$ cat config.mk
export PLATFORM = sky130hd
export DESIGN_NAME = param_serdes
export DESIGN_NICKNAME = d
export VERILOG_FILES = /design/src/rtl/param_serdes.sv
export SDC_FILE = /design/constraint.sdc
export NUM_CORES = 1
export LEC_CHECK = 0
export ABC_AREA = 1
export BUFFER_PORTS_ARGS = -buffer_cell sky130_fd_sc_hd__buf_2
export CAP_MARGIN = 0
export CORE_MARGIN = 2
export CORE_UTILIZATION = 45
export DETAILED_ROUTE_END_ITERATION = 8
export GPL_ROUTABILITY_DRIVEN = 1
export PLACE_DENSITY = 0.75
export REMOVE_ABC_BUFFERS = 1
export SLEW_MARGIN = 20
export SYNTH_ARGS = -nofsm -noshare
export SYNTH_HDL_FRONTEND = slang
export SYNTH_SLANG_ARGS = --single-unit
$ cat constraint.sdc
create_clock -name clk -period 1.7 [get_ports clk]
set_input_delay 0.255 -clock clk [delete_from_list [all_inputs] [get_ports clk]]
set_output_delay 0.255 -clock clk [all_outputs]
set_load 0.01 [all_outputs]
$ cat src/rtl/param_serdes.sv
// param_serdes: parametrised full-duplex serialiser/deserialiser (valid/ready TX, framed RX with error pulses).
// Optional macro PARITY_EN: TX appends and RX checks one even-parity bit after the data word.
module param_serdes #(
    parameter int WIDTH     = 32,
    parameter bit MSB_FIRST = 1'b1,
    parameter int FRAME_GAP = 1
) (
    input  logic             clk,
    input  logic             reset,
    input  logic [WIDTH-1:0] p_in,
    input  logic             p_in_valid,
    output logic             p_in_ready,
    output logic             s_out,
    output logic             s_out_frame,
    input  logic             s_in,
    input  logic             s_in_frame,
    output logic [WIDTH-1:0] p_out,
    output logic             p_valid,
    output logic             p_err
);
`ifdef PARITY_EN
    localparam int PAR = 1;
`else
    localparam int PAR = 0;
`endif
    localparam int FLEN = WIDTH + PAR;
    localparam int TCW  = $clog2((FLEN > FRAME_GAP ? FLEN : FRAME_GAP) + 1);
    localparam int RCW  = $clog2(WIDTH + 2);
    localparam logic [TCW-1:0] TX_LAST  = TCW'(FLEN - 1);
    localparam logic [TCW-1:0] GAP_LAST = TCW'(FRAME_GAP > 0 ? FRAME_GAP - 1 : 0);
    localparam logic [RCW-1:0] RX_LAST  = RCW'(FLEN - 1);

    typedef enum logic [1:0] {IDLE, SHIFT, GAP} tx_state_t;

    tx_state_t        state, state_n;
    logic [FLEN-1:0]  tx_sr, tx_sr_n, frame_vec;
    logic [TCW-1:0]   tx_cnt, tx_cnt_n;
    logic [WIDTH-1:0] ordered;
    logic             ready_n, frame_n;

    // The shift register always emits its top bit, so the word is pre-ordered for the chosen bit order.
    always_comb begin
        for (int i = 0; i < WIDTH; i++) ordered[i] = MSB_FIRST ? p_in[i] : p_in[WIDTH-1-i];
    end

`ifdef PARITY_EN
    assign frame_vec = {ordered, ^p_in};
`else
    assign frame_vec = ordered;
`endif

    // Zeros shift in behind the frame, so s_out is already 0 once the frame has gone out.
    assign s_out = tx_sr[FLEN-1];

    always_comb begin
        state_n  = state;
        tx_sr_n  = tx_sr;
        tx_cnt_n = tx_cnt;
        ready_n  = p_in_ready;
        frame_n  = s_out_frame;
        case (state)
            IDLE: begin
                ready_n = 1'b1;
                if (p_in_valid && p_in_ready) begin
                    state_n  = SHIFT;
                    tx_sr_n  = frame_vec;
                    tx_cnt_n = '0;
                    ready_n  = 1'b0;
                    frame_n  = 1'b1;
                end
            end
            SHIFT: begin
                tx_sr_n  = tx_sr << 1;
                tx_cnt_n = tx_cnt + 1'b1;
                if (tx_cnt == TX_LAST) begin
                    tx_cnt_n = '0;
                    frame_n  = 1'b0;
                    state_n  = (FRAME_GAP == 0) ? IDLE : GAP;
                    ready_n  = (FRAME_GAP == 0);
                end
            end
            GAP: begin
                tx_cnt_n = tx_cnt + 1'b1;
                if (tx_cnt == GAP_LAST) begin
                    tx_cnt_n = '0;
                    state_n  = IDLE;
                    ready_n  = 1'b1;
                end
            end
            default: state_n = IDLE;
        endcase
    end

    always_ff @(posedge clk or negedge reset) begin
        if (!reset) begin
            state       <= IDLE;
            tx_sr       <= '0;
            tx_cnt      <= '0;
            p_in_ready  <= 1'b0;
            s_out_frame <= 1'b0;
        end else begin
            state       <= state_n;
            tx_sr       <= tx_sr_n;
            tx_cnt      <= tx_cnt_n;
            p_in_ready  <= ready_n;
            s_out_frame <= frame_n;
        end
    end

    logic [RCW-1:0]   rx_cnt;
    logic [WIDTH-1:0] rx_sr, rx_shift, rx_word;
    logic             rx_data, rx_good;

    assign rx_shift = MSB_FIRST ? {rx_sr[WIDTH-2:0], s_in} : {s_in, rx_sr[WIDTH-1:1]};

`ifdef PARITY_EN
    // The final frame bit is parity: it is checked, never shifted into the word.
    assign rx_data = (rx_cnt != RX_LAST);
    assign rx_word = rx_sr;
    assign rx_good = ((^rx_sr) == s_in);
`else
    assign rx_data = 1'b1;
    assign rx_word = rx_shift;
    assign rx_good = 1'b1;
`endif

    always_ff @(posedge clk or negedge reset) begin
        if (!reset) begin
            rx_cnt  <= '0;
            rx_sr   <= '0;
            p_out   <= '0;
            p_valid <= 1'b0;
            p_err   <= 1'b0;
        end else begin
            p_valid <= 1'b0;
            p_err   <= 1'b0;
            if (s_in_frame) begin
                if (rx_data) rx_sr <= rx_shift;
                if (rx_cnt == RX_LAST) begin
                    rx_cnt <= '0;
                    if (rx_good) begin
                        p_out   <= rx_word;
                        p_valid <= 1'b1;
                    end else begin
                        p_err <= 1'b1;
                    end
                end else begin
                    rx_cnt <= rx_cnt + 1'b1;
                end
            end else if (rx_cnt != '0) begin
                rx_cnt <= '0;
                p_err  <= 1'b1;
            end
        end
    end
endmodule
# After elaboration in Yosys (flattened, before gate mapping)
# Index checks and enable logic that the tools add are counted.
[word_totals]
memories = 0
ramBits = 0
regBits = 113
mem_bits_ro = 0
output_inout_bits = 37
latchBits = 0
[op_classes]
mux = 23
order_cmp = 0
addsub = 2
bitwise = 0
div_mod_pow = 0
n_reduce_logical = 13
multipliers = 0
eq_ne = 7
shift = 0
[op_table]
columns = ["op", "count"]
rows = [
  ["$pmux W32 S2", 1],
  ["$mux W6", 6],
  ["$mux W32", 1],
  ["$pmux W6 S3", 1],
  ["$add A6 B1 Y6 const B", 2],
  ["$eq A6 B5 Y1 const B", 2],
  ["$reduce_and A3 Y1", 3],
  ["$mux W1", 8],
  ["$logic_not A6 Y1", 1],
  ["$mux W2", 3],
  ["$ne A2 B2 Y1 const B", 3],
  ["$pmux W2 S3", 1],
  ["$reduce_and A2 Y1", 3],
  ["$reduce_bool A6 Y1", 1],
  ["$reduce_bool A2 Y1", 2],
  ["$pmux W1 S3", 1],
  ["$reduce_bool A3 Y1", 1],
  ["$eq A2 B1 Y1 const B", 1],
  ["$eq A2 B2 Y1 const B", 1],
  ["$logic_not A2 Y1", 1],
  ["$pmux W1 S2", 1],
  ["$logic_and A1 B1 Y1", 1],
]

# Depth between registers and ports, before layout
[logic_depth]
ltp_word = 3
depth_mapped = 10
ltp_nobuf = 9

# Worst setup path after synthesis
# Ideal clock, no wire load.
[synth_path]
path_type = "reg2reg"
startpoint = "register state[1]"
endpoint = "register tx_sr[10]"
path_slack_ps = 232
path_buffers = 2
arrival_time_ps = 1327
path_stages_with_launch = 8
synth_period_minus_slack_ps = 1468
required_time_ps = 1559
setup_ps = 141
cell_sequence = "dfrtp_1 -> inv_1 -> ha_1 -> buf_2 -> o21ai_2 -> inv_2 -> clkbuf_1 -> a31oi_1"
[synth_between]
elab_chain_cells = 3
elab_cells_between_ends = 6
[synth_rtl]
columns = ["element", "line_no", "source"]
rows = [
  ["from (decl)", "35", "tx_state_t state, state_n;"],
  ["from (signal assigned)", "102", "state <= state_n;"],
  ["$eq A2 B1 Y1 / $logic_not A2 Y1 (equally long branches)", "61", "case (state)"],
  ["$reduce_bool A2 Y1 (no source line) / $ne A2 B2 Y1 (equally long branches)", "n/a", ""],
  ["$reduce_and A2 Y1 (no source line)", "n/a", ""],
  ["to (signal assigned)", "103", "tx_sr <= tx_sr_n;"],
  ["to (decl)", "36", "logic [FLEN-1:0] tx_sr, tx_sr_n, frame_vec;"],
]
# Several ways; a longest one is shown, not always the timed one.
# A chain may end at the register's enable or synchronous reset.

# Worst setup path after layout
[layout_path]
startpoint = "register rx_cnt[0]"
endpoint = "register p_out[29]"
[layout_between]
elab_chain_cells = 2
[layout_rtl]
columns = ["element", "line_no", "source"]
rows = [
  ["from (decl)", "110", "logic [RCW-1:0] rx_cnt;"],
  ["from (signal assigned)", "148", "rx_cnt <= rx_cnt + 1'b1;"],
  ["$eq A6 B5 Y1", "139", "if (rx_cnt == RX_LAST) begin"],
  ["$reduce_and A2 Y1 (no source line)", "n/a", ""],
  ["to (signal assigned)", "142", "p_out <= rx_word;"],
  ["to (decl)", "17", "output logic [WIDTH-1:0] p_out,"],
]
# No other way between the ends.

==> flow_metrics.env <==
export IMPL_syn_inst=547
export IMPL_ant_nets=0
export IMPL_drt_iter0_drc=234
export IMPL_die_w_um=109
export IMPL_slew_headroom_pct=60.5
export IMPL_layout_drive_gt1_share_pct=24.5
export IMPL_vias=3967
export IMPL_worstMarginPinSlew_ns=0.593
export IMPL_antenna_found_initial=0
export IMPL_die_area_sq_mm=0.0119
export IMPL_fmax_ghz=0.638
export IMPL_drtPass1Iterations=7
export IMPL_diodes=0
export IMPL_crit_required_ns=2.10
export IMPL_clock_sinks=113
export IMPL_finalWorstSetupSlack_ns=0.133
export IMPL_final_cell_mix="nand2_1, dfrtp_1, buf_2"
export IMPL_clkLatencyLatePin_ns=0.51
export IMPL_synth_cell_types=26
export IMPL_fin_skew_ns=0.0100
export IMPL_rsz0062_at_grt="no"
export IMPL_core_sq_mm=0.0108
export IMPL_grt_overflow=0
export IMPL_endpoint_kind="flip-flop"
export IMPL_ys_ff_latch=113
export IMPL_finalWeightedCongestion=0.755
export IMPL_period_needed_ns=1.57
export IMPL_grt_pass1_vias=3848
export IMPL_hold_class="in2reg"
export IMPL_outcome="complete, no violations"
export IMPL_die_y_um=109
export IMPL_maxCapViolCount=0
export IMPL_powerDensity_mw_per_mm2=1630
export IMPL_layout_commonest_cell="nand2_1"
export IMPL_io_buffers=73
export IMPL_syn_area_per_cell_sq_um=9.06
export IMPL_cts_setup_buffers=0
export IMPL_initial_core_util_pct=45.9
export IMPL_ios=74
export IMPL_clock_path_buffers=2
export IMPL_cts_buffers=17
export IMPL_synth_seq_area_share_pct=57.1
export IMPL_pre_cts_slack_ns=0.0388
export IMPL_rows=38
export IMPL_path_clk_slew_ns=0.06
export IMPL_h_tree_depth=4
export IMPL_start_kind="flip-flop"
export IMPL_crit_type="reg2reg"
export IMPL_drv_slew=0
export IMPL_num_fill_cells=889
export IMPL_drc=0
export IMPL_wl_per_cell_um=13.2
export IMPL_dpl_hpwl_mm=6.48
export IMPL_grt_start_max_net_pins=114
export IMPL_clockRootBuffer="clkbuf_8"
export IMPL_grt_pass1_wl_mm=17.2
export IMPL_grt_usage_pct=18.6
export IMPL_setup_tns_ns=0
export IMPL_stdcell_count=796
export IMPL_yosysWarnings=0
export IMPL_drt_vias_per_instance=4.98
export IMPL_finalNetCount=690
export IMPL_finalHoldViolations=0
export IMPL_ir_worst_vdd_v=0.000937
export IMPL_routed_wl_mm=10.5
export IMPL_total_power_w=0.0104
export IMPL_netlist_area_sq_mm=0.00495
export IMPL_arrival_ns=1.96
export IMPL_hold_ws_ns=0.0162
export IMPL_dp_cells=744
export IMPL_syn2layout_area_growth_pct=28.5
export IMPL_timing_final_crit_share_pct=92.2
export IMPL_setup_viol=0
export IMPL_crit_fanout=14
export IMPL_p_leak_nw=3.11
export IMPL_cts_tree="done"
==> synth_stat cells <==
| master | n | area, sq um |
|---|---|---|
| nor2_2 | 1 | 6.26 |
| xor2_1 | 1 | 8.76 |
| inv_1 | 52 | 195 |
| nand4_1 | 2 | 12.5 |
| buf_6 | 6 | 67.6 |
| o21ai_0 | 41 | 205 |
| clkbuf_1 | 11 | 41.3 |
| nand2_2 | 2 | 12.5 |
| o21ai_2 | 32 | 280 |
| clkinv_1 | 1 | 3.75 |
| a21oi_1 | 4 | 20.0 |
| o21bai_1 | 1 | 7.51 |
| inv_2 | 2 | 7.51 |
| nand3_4 | 1 | 17.5 |
| a31oi_1 | 31 | 194 |
| nand3_1 | 11 | 55.1 |
| ha_1 | 9 | 113 |
| buf_4 | 1 | 7.51 |
| dfrtp_1 | 113 | 2830 |
| nand2_1 | 166 | 623 |
| nor3_1 | 2 | 10.0 |
| mux2_2 | 1 | 11.3 |
| nor3b_1 | 1 | 7.51 |
| nor2_1 | 45 | 169 |
| o21ai_1 | 1 | 5.00 |
| buf_2 | 9 | 45.0 |
==> per-stage QoR <==
| step | util, % | instance area [sq um] |
|---|---|---|
| finish | 59.0 | 6370 |
| global placement | 50.7 | 5470 |
| CTS | 58.3 | 6290 |
| detailed placement | 50.7 | 5470 |
| global route | 59.0 | 6370 |
| floorplan | - | 4790 |
==> area by class of cell <==
class	instances	area, sq um	area share (%)
multi-input cells	352	1780	27.9
clock inverters	9	153	2.40
clock buffers	22	483	7.58
inverters	55	209	3.28
well taps	140	175	2.75
flip-flops and latches	113	2830	44.4
repair buffers	105	744	11.7
==> sequential cells by signal (all words and copies together) (netlist names) <==
| signal | cells |
|---|---|
| tx_cnt | 6 |
| p_out | 32 |
| s_out_frame | 1 |
| rx_sr | 31 |
| rx_cnt | 6 |
| tx_sr | 32 |
| p_valid | 1 |
| p_in_ready | 1 |
| state | 2 |
| p_err | 1 |
==> per-layer routing <==
metal  global-route usage [%]  part of all wire [%]  wire length, um  vias to the layer above
met5                        0                     0                0                        -
met4                     6.04                  0.49               52                        0
met3                     5.50                   4.2              442                        8
met2                     31.3                    50             5300                      100
met1                     23.0                    45             4730                     1914
li1                         -                     -                -                     1945
==> power by group <==
| part | internal [W] | switching, W | total [W] |
|---|---|---|---|
| Sequential | 0.00332 | 0.000354 | 0.00367 |
| Combinational | 0.00115 | 0.00182 | 0.00297 |
| Clock | 0.00256 | 0.00120 | 0.00376 |
==> final timing paths <==
| check | start | to | slack, ns | cells after the start |
|---|---|---|---|---|
| min in group asynchronous | reset | p_out[30] | 0.35 | 3 |
| min | p_in[20] | tx_sr[20] | 0.02 | 3 |
| max reg2reg | rx_cnt[0] | p_out[29] | 0.13 | 9 |
| max in group asynchronous | reset | tx_cnt[2] | 0.88 | 3 |
| min reg2reg | p_out[21] | p_out[21] | 0.48 | 2 |
| max | rx_cnt[0] | p_out[29] | 0.13 | 9 |
==> logic make-up after synthesis <==
logic type	share of synthesized area (%)
AND/OR/NAND/NOR	18.4
AO/OA/AOI/OAI	14.4
adder cells (fa/ha/maj)	2.27
multiplexers	0.227
buffers and inverters	7.43
flip-flops	57.1
XOR/XNOR	0.177
==> critical path, stage by stage (launching register included) <==
cell	delay, ns
dfrtp_1	0.35
ha_1	0.19
nand2_2	0.07
nor2_2	0.11
nand2_2	0.06
inv_2	0.07
nand3_4	0.20
buf_4	0.26
nand2_1	0.08
o21ai_2	0.06
==> timing repair <==
action	4_1_cts	5_1_grt
gates cloned	0	2
setup endpoints to repair	1	32
endpoints found under the hold margin	132	0
resized for setup	1	7
hold buffers	19	0
Power figures use the tool's default switching activity.
